[src/rtl/multicycle_controller.sv]
// multicycle_controller: sequences the shared MIPS datapath (ALU, register
// file, PC, unified memory) through Fetch/Decode/Execute/Memory/Writeback.
// Supports R-format, lw, sw, beq, bne and j; flags unsupported opcodes.
//
// Ports:
//   clk, reset           clock, asynchronous active-high reset (-> FETCH)
//   opcode[5:0]          instruction[31:26] from the instruction register
//   mem_ready            memory access completes this cycle
//   pc_write, pc_write_cond, branch_ne, pc_source[1:0]   PC update control
//   i_or_d, mem_read, mem_write, ir_write                memory/IR control
//   mem_to_reg, reg_dst, reg_write                       register file control
//   alu_src_a, alu_src_b[1:0], alu_op[1:0]               ALU control
//   illegal_op, instr_done                               one-cycle status pulses
//   state[3:0]                                           current state (debug)
//
// Outputs are decoded combinationally from the registered state (plus opcode
// and mem_ready) so every control takes effect in the cycle of its state.
module multicycle_controller (
  input  logic       clk,
  input  logic       reset,
  input  logic [5:0] opcode,
  input  logic       mem_ready,
  output logic       pc_write,
  output logic       pc_write_cond,
  output logic       branch_ne,
  output logic       i_or_d,
  output logic       mem_read,
  output logic       mem_write,
  output logic       ir_write,
  output logic       mem_to_reg,
  output logic       reg_dst,
  output logic       reg_write,
  output logic       alu_src_a,
  output logic [1:0] alu_src_b,
  output logic [1:0] alu_op,
  output logic [1:0] pc_source,
  output logic       illegal_op,
  output logic       instr_done,
  output logic [3:0] state
);

  localparam logic [3:0] S_FETCH     = 4'd0;
  localparam logic [3:0] S_DECODE    = 4'd1;
  localparam logic [3:0] S_MEM_ADDR  = 4'd2;
  localparam logic [3:0] S_MEM_READ  = 4'd3;
  localparam logic [3:0] S_MEM_WB    = 4'd4;
  localparam logic [3:0] S_MEM_WRITE = 4'd5;
  localparam logic [3:0] S_R_EXEC    = 4'd6;
  localparam logic [3:0] S_R_WB      = 4'd7;
  localparam logic [3:0] S_BRANCH    = 4'd8;
  localparam logic [3:0] S_JUMP      = 4'd9;

  localparam logic [5:0] OP_RTYPE = 6'b000000;
  localparam logic [5:0] OP_LW    = 6'b100011;
  localparam logic [5:0] OP_SW    = 6'b101011;
  localparam logic [5:0] OP_BEQ   = 6'b000100;
  localparam logic [5:0] OP_BNE   = 6'b000101;
  localparam logic [5:0] OP_J     = 6'b000010;

  localparam logic [1:0] SRCB_REG   = 2'b00;
  localparam logic [1:0] SRCB_FOUR  = 2'b01;
  localparam logic [1:0] SRCB_IMM   = 2'b10;
  localparam logic [1:0] SRCB_IMMSH = 2'b11;

  localparam logic [1:0] ALU_ADD   = 2'b00;
  localparam logic [1:0] ALU_SUB   = 2'b01;
  localparam logic [1:0] ALU_FUNCT = 2'b10;

  localparam logic [1:0] PCS_ALU    = 2'b00;
  localparam logic [1:0] PCS_ALUOUT = 2'b01;
  localparam logic [1:0] PCS_JUMP   = 2'b10;

  logic [3:0] state_q, state_d;

  // State register
  always_ff @(posedge clk or posedge reset) begin
    if (reset) state_q <= S_FETCH;
    else       state_q <= state_d;
  end

  assign state = state_q;

  // Next-state and control decode; everything held at 0 while reset is high
  // so an abandoned instruction cannot assert a write enable.
  always_comb begin
    state_d       = S_FETCH;
    pc_write      = 1'b0;
    pc_write_cond = 1'b0;
    branch_ne     = 1'b0;
    i_or_d        = 1'b0;
    mem_read      = 1'b0;
    mem_write     = 1'b0;
    ir_write      = 1'b0;
    mem_to_reg    = 1'b0;
    reg_dst       = 1'b0;
    reg_write     = 1'b0;
    alu_src_a     = 1'b0;
    alu_src_b     = SRCB_REG;
    alu_op        = ALU_ADD;
    pc_source     = PCS_ALU;
    illegal_op    = 1'b0;
    instr_done    = 1'b0;

    if (!reset) begin
      unique case (state_q)
        S_FETCH: begin
          mem_read  = 1'b1;
          alu_src_b = SRCB_FOUR;
          ir_write  = mem_ready;
          pc_write  = mem_ready;
          state_d   = mem_ready ? S_DECODE : S_FETCH;
        end
        S_DECODE: begin
          // Branch target is computed speculatively into ALUOut here.
          alu_src_b = SRCB_IMMSH;
          unique case (opcode)
            OP_RTYPE:      state_d = S_R_EXEC;
            OP_LW, OP_SW:  state_d = S_MEM_ADDR;
            OP_BEQ, OP_BNE: state_d = S_BRANCH;
            OP_J:          state_d = S_JUMP;
            default: begin
              illegal_op = 1'b1;
              instr_done = 1'b1;
              state_d    = S_FETCH;
            end
          endcase
        end
        S_MEM_ADDR: begin
          alu_src_a = 1'b1;
          alu_src_b = SRCB_IMM;
          state_d   = (opcode == OP_SW) ? S_MEM_WRITE : S_MEM_READ;
        end
        S_MEM_READ: begin
          mem_read = 1'b1;
          i_or_d   = 1'b1;
          state_d  = mem_ready ? S_MEM_WB : S_MEM_READ;
        end
        S_MEM_WB: begin
          mem_to_reg = 1'b1;
          reg_write  = 1'b1;
          instr_done = 1'b1;
        end
        S_MEM_WRITE: begin
          mem_write  = 1'b1;
          i_or_d     = 1'b1;
          instr_done = mem_ready;
          state_d    = mem_ready ? S_FETCH : S_MEM_WRITE;
        end
        S_R_EXEC: begin
          alu_src_a = 1'b1;
          alu_op    = ALU_FUNCT;
          state_d   = S_R_WB;
        end
        S_R_WB: begin
          reg_dst    = 1'b1;
          reg_write  = 1'b1;
          instr_done = 1'b1;
        end
        S_BRANCH: begin
          alu_src_a     = 1'b1;
          alu_op        = ALU_SUB;
          pc_write_cond = 1'b1;
          pc_source     = PCS_ALUOUT;
          branch_ne     = (opcode == OP_BNE);
          instr_done    = 1'b1;
        end
        S_JUMP: begin
          pc_write   = 1'b1;
          pc_source  = PCS_JUMP;
          instr_done = 1'b1;
        end
        default: state_d = S_FETCH;
      endcase
    end
  end

endmodule

[config.mk]
export PLATFORM = sky130hd
export DESIGN_NAME = multicycle_controller
export DESIGN_NICKNAME = d
export VERILOG_FILES = /design/src/rtl/multicycle_controller.sv
export SDC_FILE = /design/constraint.sdc
export NUM_CORES = 1
export LEC_CHECK = 0
export CAP_MARGIN = 30
export CORE_ASPECT_RATIO = 0.8
export CORE_MARGIN = 1.5
export CORE_UTILIZATION = 25
export DETAILED_ROUTE_END_ITERATION = 7
export HOLD_SLACK_MARGIN = 0.02
export PLACE_DENSITY = 0.58
export SLEW_MARGIN = 20
export SYNTH_ARGS = -nofsm -noshare
export SYNTH_HDL_FRONTEND = slang
export SYNTH_SLANG_ARGS = --single-unit
[constraint.sdc]
create_clock -name clk -period 3.4 [get_ports clk]
set_input_delay 0.85 -clock clk [delete_from_list [all_inputs] [get_ports clk]]
set_output_delay 0.85 -clock clk [all_outputs]
set_load 0.03 [all_outputs]
Word-level counts from Yosys, hierarchy flattened --
Cells that the tools add are included.
Operators by class: mux-type cells 40, eq/ne operators 14, reductions and logical operators 10
Operators with widths (number):
- 1-bit 2-to-1 mux | 26
- 4-bit one-hot mux with 6 select lines | 1
- 4-bit by 3-bit equality test with 1-bit output, second input constant | 4
- 4-bit one-hot mux with 4 select lines | 1
- 6-bit by 3-bit equality test with 1-bit output, second input constant | 2
- 6-bit equality test, second input constant | 2
- 2-bit OR reduction | 5
- 3-bit 2-to-1 mux | 3
- 4-bit by 2-bit equality test with 1-bit output, second input constant | 2
- 4-bit equality test, second input constant | 2
- 2-bit one-hot mux with 2 select lines | 2
- 6-bit by 2-bit equality test with 1-bit output, second input constant | 1
- 6-bit zero test | 1
- 2-bit 2-to-1 mux | 3
- 2-bit one-hot mux with 3 select lines | 1
- 6-bit OR reduction | 1
- 4-bit by 1-bit equality test with 1-bit output, second input constant | 1
- 4-bit zero test | 1
- 4-bit 2-to-1 mux | 1
- 4-bit OR reduction | 1
- 1-bit one-hot mux with 3 select lines | 1
- 3-bit OR reduction | 1
- 1-bit one-hot mux with 2 select lines | 1
Storage, ports and cells: output and inout bits 23, word-level logic and storage cells 65, input port bits 9, flip-flop bits (word level) 4

Logic depth before layout (Yosys ltp) --
word-level depth 5, mapped depth 5, mapped depth without buffers 4

Worst setup path after synthesis --
Ideal clock, no wire load.
path kind input to output, from input reset, to output branch_ne, arrival time 2.144 ns, cell stages on the path 4, data required time 2.550 ns, path buffers 1, path slack 0.406 ns, cell sequence buf_6 > nor3_1 > nor2b_1 > and4_1
Between the ends: cells in the longest elaborated chain, start to end 1
Ends and longest elaborated chain:
- start: declaration | line 20 | input logic reset,
- 1-bit 2-to-1 mux | line 104 | if (!reset) begin
- end: declaration | line 25 | output logic branch_ne,
No other way between the ends.

Worst setup path in the final report --
from input reset, to output i_or_d
Between the ends: cells in the longest elaborated chain, start to end 1
Ends and longest elaborated chain:
- 1-bit 2-to-1 mux | line 104
- end: declaration | line 26 | output logic i_or_d,
No other way between the ends.

==> impl_metrics.ini <==
[detailed_routing]
drc = 2
drt_iter0_markers = 13
first_pass_iters = 6
wl_um = 1710
ant_nets = 0
vias = 685
wl_per_cell_um = 12.5
viasPerCell = 5.00

[grt]
grt_pass1_vias = 589
antenna_found_initial = 0
overflow = 0
grt_usage_pct = 12.5
grt_max_degree = 17
grt_pass1_wl_um = 2660

[timing]
slew_headroom_pct = 67.2
fin_crit_sh_pct = 97.1
whs_ns = 0.771
timing.clock.skew_ns = 0.00299
setup_violations = 0
tightest_slew_ns = 0.491
slew_violations = 0
tns_ns = 0
rsz0062_at_grt = false
fin_ws_ns = 0.100
fmax_mhz = 303
finalCriticalPeriod_ns = 3.30
hold_viol = 0

[floorplanning]
core_mm2 = 0.00221
die_area_mm2 = 0.00271
design.portCount = 32
die_h_um = 46.9
row_count = 15
fp.dieW_um = 57.9
initial_core_util_pct = 27.2

[synth]
synthArstFlopShare_pct = 100
yosysTopAreaCell = dfrtp_1
synth_adder_area_share_pct = 0
synth_compound_area_share_pct = 15.2
synth.area.mux_share_pct = 0
synth-simple-area-share_pct = 53.6
synthTopCellsByArea = dfrtp_1 (17%), nor2_1 (8.1%), nor4_1 (5.2%), buf_4 (5.0%), nand2_1 (4.4%)
netlist.area_leader.share_pct = 16.6
ys_types = 39
syn_avg_cell_area_um2 = 7.25
synth_edf_count = 0
synth_ff_type = dfrtp_1
synth-xor-area-share_pct = 2.91
synth_seq_cells = 4
synth_commonest_cells = nor2_1 (13), nand2_1 (7), nor4_1 (5)
synthCells = 83
netlist_area_um2 = 602
yosysWarnings = 0
synth.net_count = 92
synth_most_common_cell = nor2_1
yosysSeqAreaShare_pct = 16.6
synth_top_family_by_area = simple AND/OR/NAND/NOR gates

[setup_path]
critPathMaxFanout = 9
cp-start-kind = primary input
critPathKind = in2out
reg2reg_from = state[1]
worstPathRequired_ns = 2.55
endpoint_kind = output pin
arrival_ns = 2.45
startpoint = reset

[job]
maxCapViolations = 0

[power]
leakagePower_nw = 0.436
p_sw_mw = 0.0526
power_frac_seq_pct = 31.1
p_comb_share_pct = 35.8
power_density_mw_per_mm2 = 186
p_sw_share_pct = 31.2
totalPowerFinal_mw = 0.169
p_int_mw = 0.116
vdd_drop_max_mv = 0.119
power_frac_clock_pct = 33.0

[cts]
cts_buffers = 3
cts_buffer_depth = 2
htreeDepth = 1
worstSkewPairLatency_ns = 0.23
path_clk_slew_ns = 0.04
cts_setup_buffers = 0
cts_tree = done
cts.sinks = 4
cts-root-buf = clkbuf_4

[finish]
largest_reg_flops = 4
drive_gt1_share_pct = 22.3
final_cells = 137
antenna_cells = 0
area_delta_synth_final_pct = 50.5
nets = 123

[min_path]
min_path_type = reg2reg
hp-start = state[2]

[run_status]
violations = DRC
outcome = finished with violations

[place]
dp_cells = 134
post-dp-hpwl_um = 1340
portBuffers = 31
gp_congestion = 0.745
post-place-ws_ns = 0.0275
## worst paths after layout
| path | depth (start not counted) | slack [ns] | to |
|---|---|---|---|
| max in group asynchronous | 2 | 2.15 | state[0] |
| setup reg to reg | 4 | 1.83 | state[0] |
| setup / recovery | 4 | 0.10 | i_or_d |
| min in group asynchronous | 2 | 1.08 | state[1] |
| hold reg to reg | 3 | 0.77 | state[1] |
| hold / removal | 3 | 0.77 | state[1] |
## through the flow
step | util (%) | area [µm²]
after floorplan | - | 602
after CTS | 40.5 | 896
after global routing | 40.9 | 906
after detailed placement | 39.4 | 873
after global placement | 39.4 | 873
final | 40.9 | 906
## layout by cell type, fill, tap and decap left out, types with 2 or more instances in the layout
| master | n |
|---|---|
| and2b_1 | 2 |
| nor3_1 | 4 |
| nor2_1 | 13 |
| nand3_1 | 3 |
| o21ai_1 | 3 |
| dlymetal6s2s_1 | 4 |
| dfrtp_1 | 4 |
| buf_4 | 15 |
| nand2_1 | 7 |
| nor4_1 | 5 |
| clkbuf_4 | 3 |
| nor3b_1 | 3 |
| nand2b_1 | 3 |
| clkdlybuf4s50_1 | 15 |
| and3_1 | 2 |
| nor2b_1 | 2 |
## critical path: stages
cell and delay, ns:
clkdlybuf4s50_1 0.58, nor2_2 0.19, and3_1 0.16, clkdlybuf4s50_1 0.67
## power by group through the flow
stage / Combinational (mW) / Clock (mW) / Sequential [mW]
floorplan: 0.0359 / 0 / 0.0523
global route: 0.0650 / 0.0629 / 0.0529
finish: 0.0605 / 0.0558 / 0.0525
CTS: 0.0611 / 0.0589 / 0.0525
detailed placement: 0.0610 / 0 / 0.0531
global placement: 0.0604 / 0 / 0.0530
## what timing repair did
item | 4_1_cts | 5_1_grt
hold buffers | 0 | 0
setup endpoints to repair | 0 | 4
resized for setup | 0 | 4
## kinds of logic after synthesis
| family | Yosys count |
|---|---|
| AOI/OAI and AO/OA | 13 |
| xor gates and xnor gates | 2 |
| buffers and inverters | 10 |
| DFF | 4 |
| and+or+nand+nor | 54 |
## layer usage
metal  GRT usage [%]  share of wire (%)  vias up
li1                -                  -      355
met1            18.1                 52      311
met2            20.9                 44       19
met3            2.48                4.1        0
met4               0                  0        0
met5               0                  0        -
## layout make-up
type	count	area, µm²
Tap cell	25	31.3
Sequential cell	4	100
Fill cell	228	1310
Timing Repair Buffer	34	313
Clock buffer	3	22.5
Inverter	2	7.51
Multi-Input combinational cell	69	432
(Power assumes the default switching activity.)
